--- src/rtl/cpu_defs_pkg.sv ---
// Shared fetch-stage definitions: reset vector, stall-vector indices and the
// next-PC source encoding used by the PC generator and its selector.
package cpu_defs;

    localparam int          DEFAULT_ADDR_W = 32;
    localparam logic [31:0] PC_RESET_VEC   = 32'hBFC0_0000;
    localparam int          STALL_IF       = 0;

    typedef enum logic [2:0] {
        SEL_HOLD   = 3'd0,
        SEL_EXC    = 3'd1,
        SEL_STALL  = 3'd2,
        SEL_BRANCH = 3'd3,
        SEL_PEND   = 3'd4,
        SEL_SEQ    = 3'd5
    } pc_sel_e;

    function automatic logic word_misaligned(input logic [1:0] low_bits);
        return low_bits != 2'b00;
    endfunction

endpackage

--- src/rtl/pc_gen_next_pc_mux.sv ---
// Combinational priority selector for the fetch PC and the pending-redirect latch.
// Priority: disabled hold, exception/ERET, stall (latch branch), live branch, pending, sequential.
module next_pc_mux
    import cpu_defs::*;
#(
    parameter int ADDR_W = DEFAULT_ADDR_W,
    parameter int INC    = 4
) (
    input  logic              ce,
    input  logic              stall_if,
    input  logic              branch_req,
    input  logic [ADDR_W-1:0] branch_addr,
    input  logic              exc_req,
    input  logic [ADDR_W-1:0] exc_addr,
    input  logic [ADDR_W-1:0] pc,
    input  logic              pend_valid,
    input  logic [ADDR_W-1:0] pend_addr,
    output logic [ADDR_W-1:0] next_pc,
    output logic              next_pend_valid,
    output logic [ADDR_W-1:0] next_pend_addr
);

    pc_sel_e sel_s;

    // Pick the PC source by priority; a flush wins even over a stall.
    always_comb begin
        sel_s = SEL_HOLD;
        if (!ce) begin
            sel_s = SEL_HOLD;
        end else if (exc_req) begin
            sel_s = SEL_EXC;
        end else if (stall_if) begin
            sel_s = SEL_STALL;
        end else if (branch_req) begin
            sel_s = SEL_BRANCH;
        end else if (pend_valid) begin
            sel_s = SEL_PEND;
        end else begin
            sel_s = SEL_SEQ;
        end
    end

    // Produce the next register values for the chosen source.
    always_comb begin
        next_pc         = pc;
        next_pend_valid = pend_valid;
        next_pend_addr  = pend_addr;
        case (sel_s)
            SEL_HOLD: begin
                next_pc = pc;
            end
            SEL_EXC: begin
                next_pc         = exc_addr;
                next_pend_valid = 1'b0;
            end
            SEL_STALL: begin
                if (branch_req) begin
                    next_pend_valid = 1'b1;
                    next_pend_addr  = branch_addr;
                end else begin
                    next_pend_valid = pend_valid;
                end
            end
            SEL_BRANCH: begin
                next_pc         = branch_addr;
                next_pend_valid = 1'b0;
            end
            SEL_PEND: begin
                next_pc         = pend_addr;
                next_pend_valid = 1'b0;
            end
            SEL_SEQ: begin
                next_pc = pc + ADDR_W'(INC);
            end
            default: begin
                next_pc = pc;
            end
        endcase
    end

endmodule

--- src/rtl/pc_gen.sv ---
// Fetch-stage program-counter generator: holds PC, chip-enable, misalign flag
// and the pending-redirect latch; all next-state decisions live in next_pc_mux.
module pc_gen
    import cpu_defs::*;
#(
    parameter int                ADDR_W    = DEFAULT_ADDR_W,
    parameter logic [ADDR_W-1:0] RESET_VEC = ADDR_W'(PC_RESET_VEC),
    parameter int                STALL_W   = 6,
    parameter int                INC       = 4
) (
    input  logic               clk,
    input  logic               rst,
    input  logic [STALL_W-1:0] stall,
    input  logic               branchF,
    input  logic [ADDR_W-1:0]  branchAddr,
    input  logic               excF,
    input  logic [ADDR_W-1:0]  excAddr,
    output logic [ADDR_W-1:0]  pc,
    output logic               ce,
    output logic               pc_misalign,
    output logic               pend_valid
);

    logic [ADDR_W-1:0] pc_r;
    logic              ce_r;
    logic              pc_misalign_r;
    logic              pend_valid_r;
    logic [ADDR_W-1:0] pend_addr_r;

    logic [ADDR_W-1:0] next_pc_s;
    logic              next_pend_valid_s;
    logic [ADDR_W-1:0] next_pend_addr_s;

    // Only the fetch-stage bit of the stall vector matters here.
    logic stall_unused_s;
    assign stall_unused_s = ^stall;

    next_pc_mux #(
        .ADDR_W(ADDR_W),
        .INC   (INC)
    ) u_next_pc_mux (
        .ce             (ce_r),
        .stall_if       (stall[STALL_IF]),
        .branch_req     (branchF),
        .branch_addr    (branchAddr),
        .exc_req        (excF),
        .exc_addr       (excAddr),
        .pc             (pc_r),
        .pend_valid     (pend_valid_r),
        .pend_addr      (pend_addr_r),
        .next_pc        (next_pc_s),
        .next_pend_valid(next_pend_valid_s),
        .next_pend_addr (next_pend_addr_s)
    );

    // State registers; reset also drops any latched redirect.
    always_ff @(posedge clk) begin
        if (rst) begin
            ce_r          <= 1'b0;
            pc_r          <= RESET_VEC;
            pc_misalign_r <= word_misaligned(RESET_VEC[1:0]);
            pend_valid_r  <= 1'b0;
            pend_addr_r   <= '0;
        end else begin
            ce_r          <= 1'b1;
            pc_r          <= next_pc_s;
            pc_misalign_r <= word_misaligned(next_pc_s[1:0]);
            pend_valid_r  <= next_pend_valid_s;
            pend_addr_r   <= next_pend_addr_s;
        end
    end

    assign pc          = pc_r;
    assign ce          = ce_r;
    assign pc_misalign = pc_misalign_r;
    assign pend_valid  = pend_valid_r;

endmodule

--- config.mk ---
export PLATFORM = sky130hd
export DESIGN_NAME = pc_gen
export DESIGN_NICKNAME = d
export VERILOG_FILES = /design/src/rtl/cpu_defs_pkg.sv /design/src/rtl/pc_gen_next_pc_mux.sv /design/src/rtl/pc_gen.sv
export SDC_FILE = /design/constraint.sdc
export NUM_CORES = 1
export LEC_CHECK = 0
export CAP_MARGIN = 40
export CORE_ASPECT_RATIO = 0.7
export CORE_MARGIN = 2
export CORE_UTILIZATION = 51
export DETAILED_ROUTE_END_ITERATION = 10
export PLACE_DENSITY = 0.86
export SLEW_MARGIN = 20
export SYNTH_ARGS = -nofsm -noshare
export SYNTH_HDL_FRONTEND = slang
export SYNTH_SLANG_ARGS = --single-unit
--- constraint.sdc ---
create_clock -name clk -period 4.75 [get_ports clk]
set_input_delay 1.1875 -clock clk [delete_from_list [all_inputs] [get_ports clk]]
set_output_delay 1.1875 -clock clk [all_outputs]
set_load 0.1 [all_outputs]
== Word level (Yosys, flattened, before mapping) ==
Index checks and enable logic that the tools add are counted.

* RAM bits: 0
* Memories kept: 0
* Input bits: 74
* Bits in read-only memories: 0
* Latch bits: 0
* Flip-flop bits (word level): 67
* Output and inout port bits: 35

* Divide/modulo/power cells: 0
* Eq/ne operators: 6
* Multiplexer cells: 9
* Shifts and indexed selects: 0
* Reduce and logical (&&, ||, !) cells: 6
* Add/sub/neg operators: 1
* Bitwise logic cells: 0
* Magnitude comparators: 0
* $mul: 0

{| class="wikitable"
|+ Operators by type and width
! cell !! number
|-
| $pmux 32 s4 || 1
|-
| $add 32x3->32 const B || 1
|-
| $mux 3 || 4
|-
| $eq 3x2->1 const B || 2
|-
| $eq 3x3->1 const B || 2
|-
| $reduce_and 2->1 || 2
|-
| $reduce_bool 2->1 || 2
|-
| $reduce_bool 4->1 || 1
|-
| $eq 3x1->1 const B || 1
|-
| $mux 1 || 3
|-
| $reduce_or 3->1 || 1
|-
| $ne 2x2->1 const B || 1
|-
| $pmux 1 s2 || 1
|}

== Logic depth before layout (Yosys ltp) ==
Gate-level depths: netlist of run 1.

* Word-level depth: 9
* Gate-level depth with buffers: 8
* Gate-level depth less buffers: 6

== Hierarchy ==
A second synthesis of run 1 with hierarchy kept.

* Cell total of the unflattened synthesis: 483
* Area total of the unflattened synthesis: 3957.5 um^2

{| class="wikitable"
|+ Modules (own cells, without submodules)
! module !! area an instance (um^2) !! cells each !! sequential area each (um^2) !! instances
|-
| next_pc_mux || 2142.1 || 342 || 0.0 || 1
|-
| pc_gen || 1815.5 || 141 || 1341.3 || 1
|}

== Least setup slack after synthesis of run 1 ==
Ideal clock, no wire load.

* Kind: input to register
* Start: input port stall[0]
* End: register pc_r[18], in the netlist pc[18]
* Setup time: 0.070 ns
* Arrival time: 2.717 ns
* Cell stages on the path: 7
* Setup slack: 1.963 ns
* Path through: clkbuf_2 -> or3b_4 -> or3_1 -> buf_6 -> a2111oi_1 -> a31oi_1 -> o21ai_1

* Longest elaborated chain between the ends: 5

{| class="wikitable"
|+ Ends and longest elaborated chain
! element !! RTL line !! RTL
|-
| start, declared || pc_gen.sv:13 || <nowiki>input logic [STALL_W-1:0] stall,</nowiki>
|-
| $mux 3 (*) || pc_gen_next_pc_mux.sv:32 || <nowiki>end else if (stall_if) begin</nowiki>
|-
| $mux 3 (*) || pc_gen_next_pc_mux.sv:30 || <nowiki>end else if (exc_req) begin</nowiki>
|-
| $mux 3 (*) || pc_gen_next_pc_mux.sv:28 || <nowiki>if (!ce) begin</nowiki>
|-
| $eq 3x3->1 (tied with other cells) || pc_gen_next_pc_mux.sv:48 || <nowiki>case (sel_s)</nowiki>
|-
| $pmux 32 s4 / $reduce_bool 4->1 (equally long branches) || - ||
|-
| end signal, assigned || pc_gen.sv:66 || <nowiki>pc_r <= next_pc_s;</nowiki>
|-
| end, declared || pc_gen.sv:24 || <nowiki>logic [ADDR_W-1:0] pc_r;</nowiki>
|}

Mark *: on every way between the ends. The rest lies on a longest branch, timed or not.
A chain may end at the register's enable or synchronous reset.

== Worst setup path after layout of run 1 ==
* Start: input port branchF
* End: register pc_r[18], in the netlist pc[18]

* Longest elaborated chain between the ends: 6

{| class="wikitable"
|+ Ends and longest elaborated chain
! element !! RTL line !! RTL
|-
| start, declared || pc_gen.sv:14 || <nowiki>input logic branchF,</nowiki>
|-
| $mux 3 (*) || pc_gen_next_pc_mux.sv:34 || <nowiki>end else if (branch_req) begin</nowiki>
|-
| $mux 3 (*) || pc_gen_next_pc_mux.sv:32 ||
|-
| $mux 3 (*) || pc_gen_next_pc_mux.sv:30 ||
|-
| $mux 3 (*) || pc_gen_next_pc_mux.sv:28 ||
|-
| $eq 3x3->1 (tied with other cells) || pc_gen_next_pc_mux.sv:48 ||
|-
| $pmux 32 s4 / $reduce_bool 4->1 (equally long branches) || - ||
|}

Marks and branches as above.

==> results of run 1 <==
-- registers in the layout (all words and copies together) (netlist names) --
register     cells
ce               1
pc              32
pc_misalign      1
pend_addr_r     32
pend_valid       1
-- layer usage --
layer	part of all wire (%)	GRT usage (%)	up-vias
li1	-	-	1944
met1	39	42.81	1992
met2	48	56.70	274
met3	10	8.754	36
met4	2.3	11.99	0
met5	0	0	-
-- power groups by stage --
stage | Sequential [uW] | Clock (uW) | Combinational [uW]
3_5_place_dp | 633 | 0 | 441
5_1_grt | 625 | 587 | 466
4_1_cts | 620 | 561 | 443
2_1_floorplan | 771 | 0 | 98.5
6_report | 622 | 562 | 445
3_3_place_gp | 631 | 0 | 367
-- worst paths after layout --
check / from / end / slack, ns
hold reg to reg: pend_addr_r[24]$_SDFFE_PP0P_ / pend_addr_r[24]$_SDFFE_PP0P_ / 0.46
setup reg to reg: ce$_DFF_P_ / pc[17]$_SDFFE_PP0P_ / 2.27
setup / recovery: branchF / pc[18]$_SDFFE_PP0P_ / 1.56
hold / removal: pend_addr_r[24]$_SDFFE_PP0P_ / pend_addr_r[24]$_SDFFE_PP0P_ / 0.46
-- metrics by stage --
stage,setup WS [ns],instance area (um2),hold WS (ns),power (uW)
after floorplan,1.963,3527,0.4336,869.6
after global placement,1.315,4612,0.4409,997.9
after detailed placement,1.264,5137,0.4489,1073
after CTS,1.614,5369,0.4602,1624
after global routing,1.416,5369,0.4818,1678
final,1.563,5369,0.4590,1629
-- worst max-delay path: cells and delay by family --
kind / cells / cell delay [ns]
buffers and inverters: 2 / 0.90
AO/OA/AOI/OAI: 3 / 0.69
AND/OR/NAND/NOR: 1 / 0.69
-- cells in the final DEF (no fill, tap or decap), drive strengths merged, types with 3 or more instances in the layout --
cell / count
and2: 6
nor3: 10
buf: 49
o211ai: 9
clkdlybuf4s50: 102
a21o: 3
or3: 4
nor2: 13
a221o: 8
a222oi: 9
dfxtp: 67
xnor2: 10
o22ai: 6
xor2: 6
o21ai: 29
nand3: 16
a31oi: 10
nand4: 6
nor4: 9
a221oi: 15
and3: 3
inv: 12
nand2: 91
clkbuf: 9
a21oi: 60
-- final cells by class --
class,instances,area (um2),area share [%]
Clock inverter,7,107.6,2.004
Multi-Input combinational cell,346,1999,37.24
Timing Repair Buffer,151,1649,30.72
Tap cell,94,117.6,2.191
Clock buffer,9,123.9,2.307
Sequential cell,67,1341,24.98
Inverter,8,30.03,0.5593
-- logic make-up (layout without fill, tap and decap cells) --
kind of cell / count (synthesis) / after routing / share of synthesized area, %
flops: 67 / 67 / 38.03
compound gates: 163 / 163 / 29.90
xor+xnor: 16 / 16 / 3.973
simple gates: 166 / 166 / 22.28
fa+ha+maj: 1 / 1 / 0.3547
buf+inv: 46 / 175 / 5.463
==> results.cfg, run 1 <==
[timing]
slew_headroom_pct = 43.50
skew_ns = 0.01320
finalMaxSlewViolations = 0
max_freq_ghz = 0.3138
setup-violations-final = 0
rsz0062_at_grt = false
fin_crit_sh_pct = 67.09
worst_pin_slew_ns = 0.8475
hold_viol_final = 0
period_needed_ns = 3.187
setup_tns_ns = 0

[power_and_ir_drop]
p_sw_share_pct = 33.88
power_switching_uw = 551.8
power_density_nw_per_um2 = 303.3
internal_power_uw = 1077
seqPwrFrac_pct = 38.2
ir_drop_mv = 0.2035
p_leak_uw = 0.001875
p_clk_share_pct = 34.5
pwr-share-comb_pct = 27.3

[global_routing]
grt_pass1_vias = 4227
gr-total-overflow = 0
grt_max_degree = 61
grt_pass1_wl_mm = 19.97
track_usage_pct = 34.02
antenna_found_initial = 0

[synthesis]
ys_types = 51
syn_area_per_cell_um2 = 7.684
mappedNetlistArea_um2 = 3527
synth_ff_type = dfxtp_1
synth_top_area_share_pct = 38.03
synth_cells = 459
synth_edf_count = 0
synth.top_cells.by_area = dfxtp_1 (38%), nand2_1 (9.7%), a21oi_1 (8.5%), a221oi_1 (3.7%), o21ai_0 (3.7%)
syn_nets = 534
ys_seq_area_share_pct = 38.03
ys.warnings.count = 0
synth_common_cells = nand2_1 (91), dfxtp_1 (67), a21oi_1 (60)
synthArstFlopShare_pct = 0
synth_seq_cells = 67
synth_area_leader_cell = dfxtp_1
yosysMostFrequentCell = nand2_1

[drt]
wire_per_inst_um = 18.57
wl_mm = 12.66
drtIter0Drc = 559
dr.pass1.iters = 6
via_per_inst = 6.226
antenna_left = 0
via_count = 4246
drc = 0

[critical_path]
worst_setup_path_end_kind = register
critPathMaxStageDelay_ns = 0.69
critPathKind = in2reg
required_ns = 5.04
path_max_fanout = 20
path_cells = clkdlybuf4s50_1 > buf_4 > or3_1 > a2111oi_1 > a31oi_1 > o21ai_1
arrival_ns = 3.47
start_kind = input pin
reg2reg_depth = 7
crit_path_top_delay_cell = or3_1

[cts]
hold_buffers = 0
clk_pin_slew_ns = 0.08
cts.sinks = 67
clock_latency_ns = 0.36
ctsRootBufferMaster = clkbuf_8
cts_buffer_depth = 2
numCtsBuffers = 9
ctsResizeCount = 0
htree_levels = 3
post_cts_buffers = 0
tritoncts = built

[placement]
dp_hpwl_mm = 8.669
io_buffers = 103
placedCellCount = 666
globalplace.congestion = 0.8901

[worst_hold_path]
hp-class = reg2reg
worstHoldPathCells = 2

[floorplanning]
core-area_um2 = 6725
boundaryPins = 109
core.rowCount = 25
die_w_um = 103.4
die_area_um2 = 7608
initial_core_util_pct = 52.45
dieHeight_um = 73.58

[layout]
final_layout_size_suffix_gt1_share_pct = 12.07
diodes = 0
area_growth_pct = 52.22
fillCellCount = 455
fin_cells = 682
num-nets-final = 658
fin_util_pct = 79.83

[flow_run]
cap_violations = 0

[outcome]
outcome = completed
Power figures use the tool's default switching activity.
==> run 2: changes to the inputs <==
- CORE_UTILIZATION: 51 -> 42
- PLACE_DENSITY: 0.86 -> 0.76
- clock period: 4.75 -> 2.9 ns (I/O delays scaled with it)
==> results.cfg, run 2 (synthesis results as in run 1) <==
[floorplanning]
die_area_um2 = 9158
boundaryPins = 109
initial_core_util_pct = 44.05
core.rowCount = 27
dieHeight_um = 80.67
die_w_um = 113.5
core-area_um2 = 8006

[layout]
diodes = 0
final_cell_mix = nand2_1 (91), dfxtp_1 (67), clkdlybuf4s50_1 (67)
final-seq-area_um2 = 1341
layout_commonest_cell = nand2_1
multiInputGateArea_um2 = 1999
fillCellCount = 726
area_growth_pct = 41.11
final_layout_size_suffix_gt1_share_pct = 14.03
num-nets-final = 633

[cts]
post_cts_buffers = 0
cts_buffer_depth = 2
clk_pin_slew_ns = 0.05
tritoncts = built
ctsResizeCount = 0
numCtsBuffers = 9
htree_levels = 3
hold_buffers = 0
clock_latency_ns = 0.33
ctsRootBufferMaster = clkbuf_16
cts.sinks = 67

[drt]
drc = 0
via_per_inst = 5.980
wl_mm = 11.63
via_count = 3971
wire_per_inst_um = 17.52
drtIter0Drc = 419
dr.pass1.iters = 6
antenna_left = 0

[global_routing]
met3_usage_pct = 6.642
busiest_layer = met2
gr-total-overflow = 0
grt_pass1_wl_mm = 18.30
track_usage_pct = 25.57
grt_pass1_vias = 3716
met1_usage_pct = 33.27
antenna_found_initial = 0
use_met2_pct = 41.56
grt_max_degree = 43

[timing]
setup-violations-final = 0
skew_ns = 0.004662
rsz0062_at_grt = false
max_freq_ghz = 0.3972
fin_hold_ws_ns = 0.4551
slew_headroom_pct = 51.81
hold_viol_final = 0
setup_tns_ns = 0
fin_crit_sh_pct = 86.81
fin_ws_ns = 0.3824
finalMaxSlewViolations = 0
period_needed_ns = 2.518
worst_pin_slew_ns = 0.7163

[flow_run]
cap_violations = 0

[worst_hold_path]
hp-class = reg2reg
worstHoldPathCells = 2

[placement]
globalplace.congestion = 0.8986
dp_hpwl_mm = 8.152
io_buffers = 103
pre_cts_slack_ns = 0.1194

[critical_path]
worst_setup_path_end_kind = register
path_max_fanout = 11
start_kind = input pin
required_ns = 3.15
arrival_ns = 2.77
reg2reg_depth = 7
critPathKind = in2reg

[outcome]
outcome = completed

[power_and_ir_drop]
p_leak_uw = 0.001767
power_density_nw_per_um2 = 580.2
ir_drop_mv = 0.3429
-- run 2: metrics by stage --
step	util (%)	instances	instance area, um2	total power [uW]
after global routing	62.17	664	4977	2980
after global placement	57.87	648	4633	1638
after floorplan	-	459	3527	1424
final	62.17	664	4977	2888
after detailed placement	57.87	648	4633	1647
after CTS	62.17	664	4977	2895
-- run 2: final timing paths --
kind                                              startpoint                            to  slack [ns]
worst max-delay path                                stall[0]           pc[16]$_SDFFE_PP0P_        0.38
worst min-delay path            pend_addr_r[17]$_SDFFE_PP0P_  pend_addr_r[17]$_SDFFE_PP0P_        0.46
worst max register to register            pc[3]$_SDFFE_PP0P_           pc[18]$_SDFFE_PP0P_        0.70
worst min register to register  pend_addr_r[17]$_SDFFE_PP0P_  pend_addr_r[17]$_SDFFE_PP0P_        0.46
-- run 2: area by class of cell --
class,instances,share of cell area (%)
Clock buffer,12,4.952
Inverter,8,0.6033
Tap cell,101,2.539
Clock inverter,4,1.961
Timing Repair Buffer,126,22.83
Sequential cell,67,26.95
Multi-Input combinational cell,346,40.17
-- run 2: routing by layer --
metal / vias to the layer above / wire length [um]
li1: 1900 / -
met1: 1851 / 5186
met2: 200 / 5218
met3: 20 / 1064
met4: 0 / 162
met5: - / 0
-- run 2: critical path, cell delays in order --
cell             delay (ns)
clkdlybuf4s50_1        0.42
or3b_4                 0.45
or3_1                  0.50
buf_4                  0.26
a21oi_1                0.18
a211oi_1               0.07
nor3_1                 0.16
-- run 2: power by group --
group | switching, uW | internal, uW
registers | 54.7 | 965
clock network | 389 | 863
logic | 405 | 211
==> run 3: changes to the inputs <==
- ABC_AREA: default -> 0
==> results of run 3 <==
Final layout, timing and power as in run 2 (identical DEF).
==> variant 1 (settings of run 2) <==
The package constant `DEFAULT_ADDR_W` goes from 32 to 48.
--- a/src/rtl/cpu_defs_pkg.sv
+++ b/src/rtl/cpu_defs_pkg.sv
@@ -4,3 +4,3 @@
 
-    localparam int          DEFAULT_ADDR_W = 32;
+    localparam int          DEFAULT_ADDR_W = 48;
     localparam logic [31:0] PC_RESET_VEC   = 32'hBFC0_0000;
Interface: changed (resized branchAddr, excAddr and pc); port bits go from 109 to 157. No check against the original RTL was run, so the function may have changed too.
==> variant 1 against run 2 <==
Highest routed layer unchanged. Fmax is 0.78% lower. Clock skew is 0.00073 ns higher. Critical path depth down 1. Setup slack worse by 0.020 ns. Register-to-register slack worse by 0.18 ns. Largest power group is now registers. Power is 28% higher. Global-route usage rose by 1.5 points. Routed wire length is 62% higher. Worst hold slack improved by 0.00086 ns. Design area increased by 47%. Sequential cell count increased by 32. Synthesized area increased by 52%.
==> variant 1: results (changes against run 2) <==
* Post-Synth XOR/XNOR Area at 0.0360 (was 0.0397)
* Total Routing Usage GR at 0.271 (was 0.256)
* Synth cell count leaders: nand2_1, dfxtp_1, a21oi_1, clkbuf_1, o21ai_0 (unchanged)
* Setup WS pre-CTS at 0.0305 ns (was 0.119 ns)
* F_max at 394 MHz (was 397 MHz)
* Yosys warnings at 0 (unchanged)
* Dpl cells at 971 (was 648)
* Crit path to: pc[12]$_SDFFE_PP0P_ (was pc[16]$_SDFFE_PP0P_)
* Port bufs at 151 (was 103)
* Hpwl dp at 13500 um (was 8150 um)
* M1 GR Usage at 0.388 (was 0.333)
* Post-synth cell types at 60 (was 51)
* Met2 Use GR at 0.406 (was 0.416)
* Mapped Cells at 690 (was 459)
* Final net count at 927 (was 633)
* Hold Crit Start: pend_addr_r[20]$_SDFFE_PP0P_ (was pend_addr_r[17]$_SDFFE_PP0P_)
* Hold EP: pend_addr_r[20]$_SDFFE_PP0P_ (was pend_addr_r[17]$_SDFFE_PP0P_)
* Flop-to-flop setup slack at 0.52 ns (was 0.70 ns)
* Leak pwr at 0.00254 uW (was 0.00177 uW)
* Main area contributors after synthesis: dfxtp_1, nand2_1, a21oi_1, a221o_1, clkbuf_1 (was dfxtp_1, nand2_1, a21oi_1, a221oi_1, o21ai_0)
* Share of the synthesized area in the top cell type at 0.371 (was 0.380)
* DRT iter0 DRCs at 805 (was 419)
* Final Skew at 0.00540 ns (was 0.00466 ns)
* Met3 wire len at 2310 um (was 1060 um)
* Pin count of the biggest net entering global routing at 37 (was 43)
* Met2 WL post-DR at 7970 um (was 5220 um)
* Slew headroom at 0.634 (was 0.518)
* Vias in the first global route at 5730 (was 3716)
* First-pass GRT wire length at 30200 um (was 18300 um)
* Status: finished, final reports clean (unchanged)
* Share of layout cells above drive strength 1 at 0.143 (was 0.140)
* Post-synthesis sequential area ratio at 0.371 (was 0.380)
* Vias at 6043 (was 3971)
* Pre-antenna DRT Iters at 6 (unchanged)
* WL final at 18900 um (was 11600 um)
* Dpl cell area at 7010 um^2 (was 4630 um^2)
* R2R cell count at 6 (was 7)
* Worst vdd ir at 345 uV (was 343 uV)
* Clock Pin Slew Worst Setup and Hold Paths at 0.07 ns (was 0.05 ns)
* Crit Reg-Reg Startpoint: pc[2]$_SDFFE_PP0P_ (was pc[3]$_SDFFE_PP0P_)
* Synth Net Count at 797 (was 534)
* Post-Synth Adder-Cell Area at 0.00234 (was 0.00355)
* Psw at 1200 uW (was 849 uW)
* FF-to-FF End: pc[40]$_SDFFE_PP0P_ (was pc[18]$_SDFFE_PP0P_)
* Async S/R FF share, synth at 0 (unchanged)
* Hold_ws at 0.456 ns (was 0.455 ns)
* Synth Area in Compound Gates at 0.283 (was 0.299)
* Number of gates resized after cts at 0 (unchanged)
* Via density at 6.13 (was 5.98)
* Grt met3 use at 0.0826 (was 0.0664)
* Met1 WL at 8410 um (was 5190 um)
* Gpl congestion at 0.899 (about the same)
* Worst path arrival time at 2.81 ns (was 2.77 ns)
* Clock Latency Late Sink at 0.35 ns (was 0.33 ns)
* Clock Path Buffers at 2 (unchanged)
variant 1: power groups by stage:
| stage | clock network, uW | logic, uW | registers [uW] |
|---|---|---|---|
| final | 1300 | 899 | 1510 |
| after global routing | 1370 | 941 | 1520 |
| after CTS | 1310 | 894 | 1500 |
| after detailed placement | 0 | 890 | 1530 |
| after global placement | 0 | 880 | 1530 |
| after floorplan | 0 | 241 | 1840 |
variant 1: area by class of cell:
| type | instances | area [um^2] |
|---|---|---|
| fill | 1112 | 5090 |
| multi-input combinational | 517 | 3090 |
| sequential | 99 | 1980 |
| timing repair buffer | 181 | 1690 |
| clock buffer | 10 | 239 |
| tap | 162 | 203 |
| clock inverter | 5 | 77.6 |
| inverter | 12 | 45.0 |
variant 1: critical path: stages:
cell and delay (ns):
clkdlybuf4s50_1 0.50, nor4b_2 0.35, buf_4 0.20, nand2_1 0.28
or4_1 0.59, a31oi_1 0.16
==> variant 2 (config.mk and constraints of run 2) <==
Made on the original files. Remove the case item `SEL_SEQ` of the case on `sel_s`.
--- a/src/rtl/pc_gen_next_pc_mux.sv
+++ b/src/rtl/pc_gen_next_pc_mux.sv
@@ -71,5 +71,2 @@
             end
-            SEL_SEQ: begin
-                next_pc = pc + ADDR_W'(INC);
-            end
             default: begin
Check against the original RTL: not equivalent (a bounded check fails within 4 cycles, from zero or initial values and one cycle with rst high).
==> variant 2 against run 2 <==
Core utilization rose by 0.23 points. Power shrank 21%. Die area shrank 23%. Via count down 32%. Count of clock-buffer cells in the layout unchanged. Design area is 22% lower. Global-route usage fell by 3.6 points. Sequential cell count did not move. Sequential power shrank 4%. Synthesized area shrank 24%. Critical path depth decreased by 2. Routed wire length is 35% lower. Setup slack improved by 0.13 ns. Largest cell class is now registers. Largest power group is now registers.
==> variant 2: results (changes against run 2) <==
* Via density at 5.68 (was 5.98)
* First-pass GRT wire length at 12300 um (was 18300 um)
* Slowest-stage cell, CP: clkdlybuf4s50_1 (was or3_1)
* Psw at 685 uW (was 849 uW)
* Share of layout cells above drive strength 1 at 0.176 (was 0.140)
* Final Skew at 0.00545 ns (was 0.00466 ns)
* Clk root buf: clkbuf_8 (was clkbuf_16)
* Slew headroom at 0.536 (was 0.518)
* Status: finished, final reports clean (unchanged)
* Pin count of the biggest net entering global routing at 41 (was 43)
* F_max at 420 MHz (was 397 MHz)
* Met1 WL at 3420 um (was 5190 um)
* Hold_ws at 0.456 ns (was 0.455 ns)
* Final net count at 469 (was 633)
* Dpl cell area at 3660 um^2 (was 4630 um^2)
* Flop-to-flop setup slack at 1.17 ns (was 0.70 ns)
* Total Routing Usage GR at 0.220 (was 0.256)
* Vias in the first global route at 2562 (was 3716)
* WL final at 7620 um (was 11600 um)
* DRT iter0 DRCs at 273 (was 419)
* Synth Net Count at 369 (was 534)
* Post-synthesis sequential area ratio at 0.503 (was 0.380)
* Post-synth cell types at 28 (was 51)
* Dpl cells at 462 (was 648)
* Hold Crit Start: pc[7]$_SDFFE_PP0N_ (was pend_addr_r[17]$_SDFFE_PP0P_)
* Main area contributors after synthesis: dfxtp_1, nand2_1, a21oi_1, a222oi_1, a221o_1 (was dfxtp_1, nand2_1, a21oi_1, a221oi_1, o21ai_0)
* CP max FO at 30 (was 11)
* Met2 Use GR at 0.330 (was 0.416)
* Mean Syn Cell Area at 9.05 um^2 (was 7.68 um^2)
* Wire per inst at 16.0 um (was 17.5 um)
## variant 2: cell type report
type                            count  area [um^2]
Clock buffer                       12          165
Fill cell                         530         2330
Multi-Input combinational cell    200         1180
Timing Repair Buffer              115         1030
Inverter                            2         7.51
Tap cell                           78         97.6
Clock inverter                      2         35.0
Sequential cell                    67         1340
## variant 2: worst register-to-register path: cells and delay by family, from the launching register on
family                 cells  cell delay, ns
AO/OA/AOI/OAI              1            0.14
flip-flops                 1            0.50
AND/OR/NAND/NOR            3            0.76
buffers and inverters      1            0.27
## variant 2: logic make-up after synthesis
group | after synthesis | synth area share
AOI/OAI and AO/OA | 102 | 0.278
buffers and inverters | 28 | 0.0595
DFF | 67 | 0.503
muxes | 2 | 0.00750
and+or+nand+nor | 96 | 0.153
## variant 2: power groups by stage
stage / combinational (uW) / sequential, uW / clock (uW)
final: 503 / 984 / 784
after global placement: 499 / 1000 / 0
after detailed placement: 502 / 1000 / 0
after floorplan: 102 / 1220 / 0
after CTS: 504 / 984 / 809
after global routing: 526 / 989 / 845
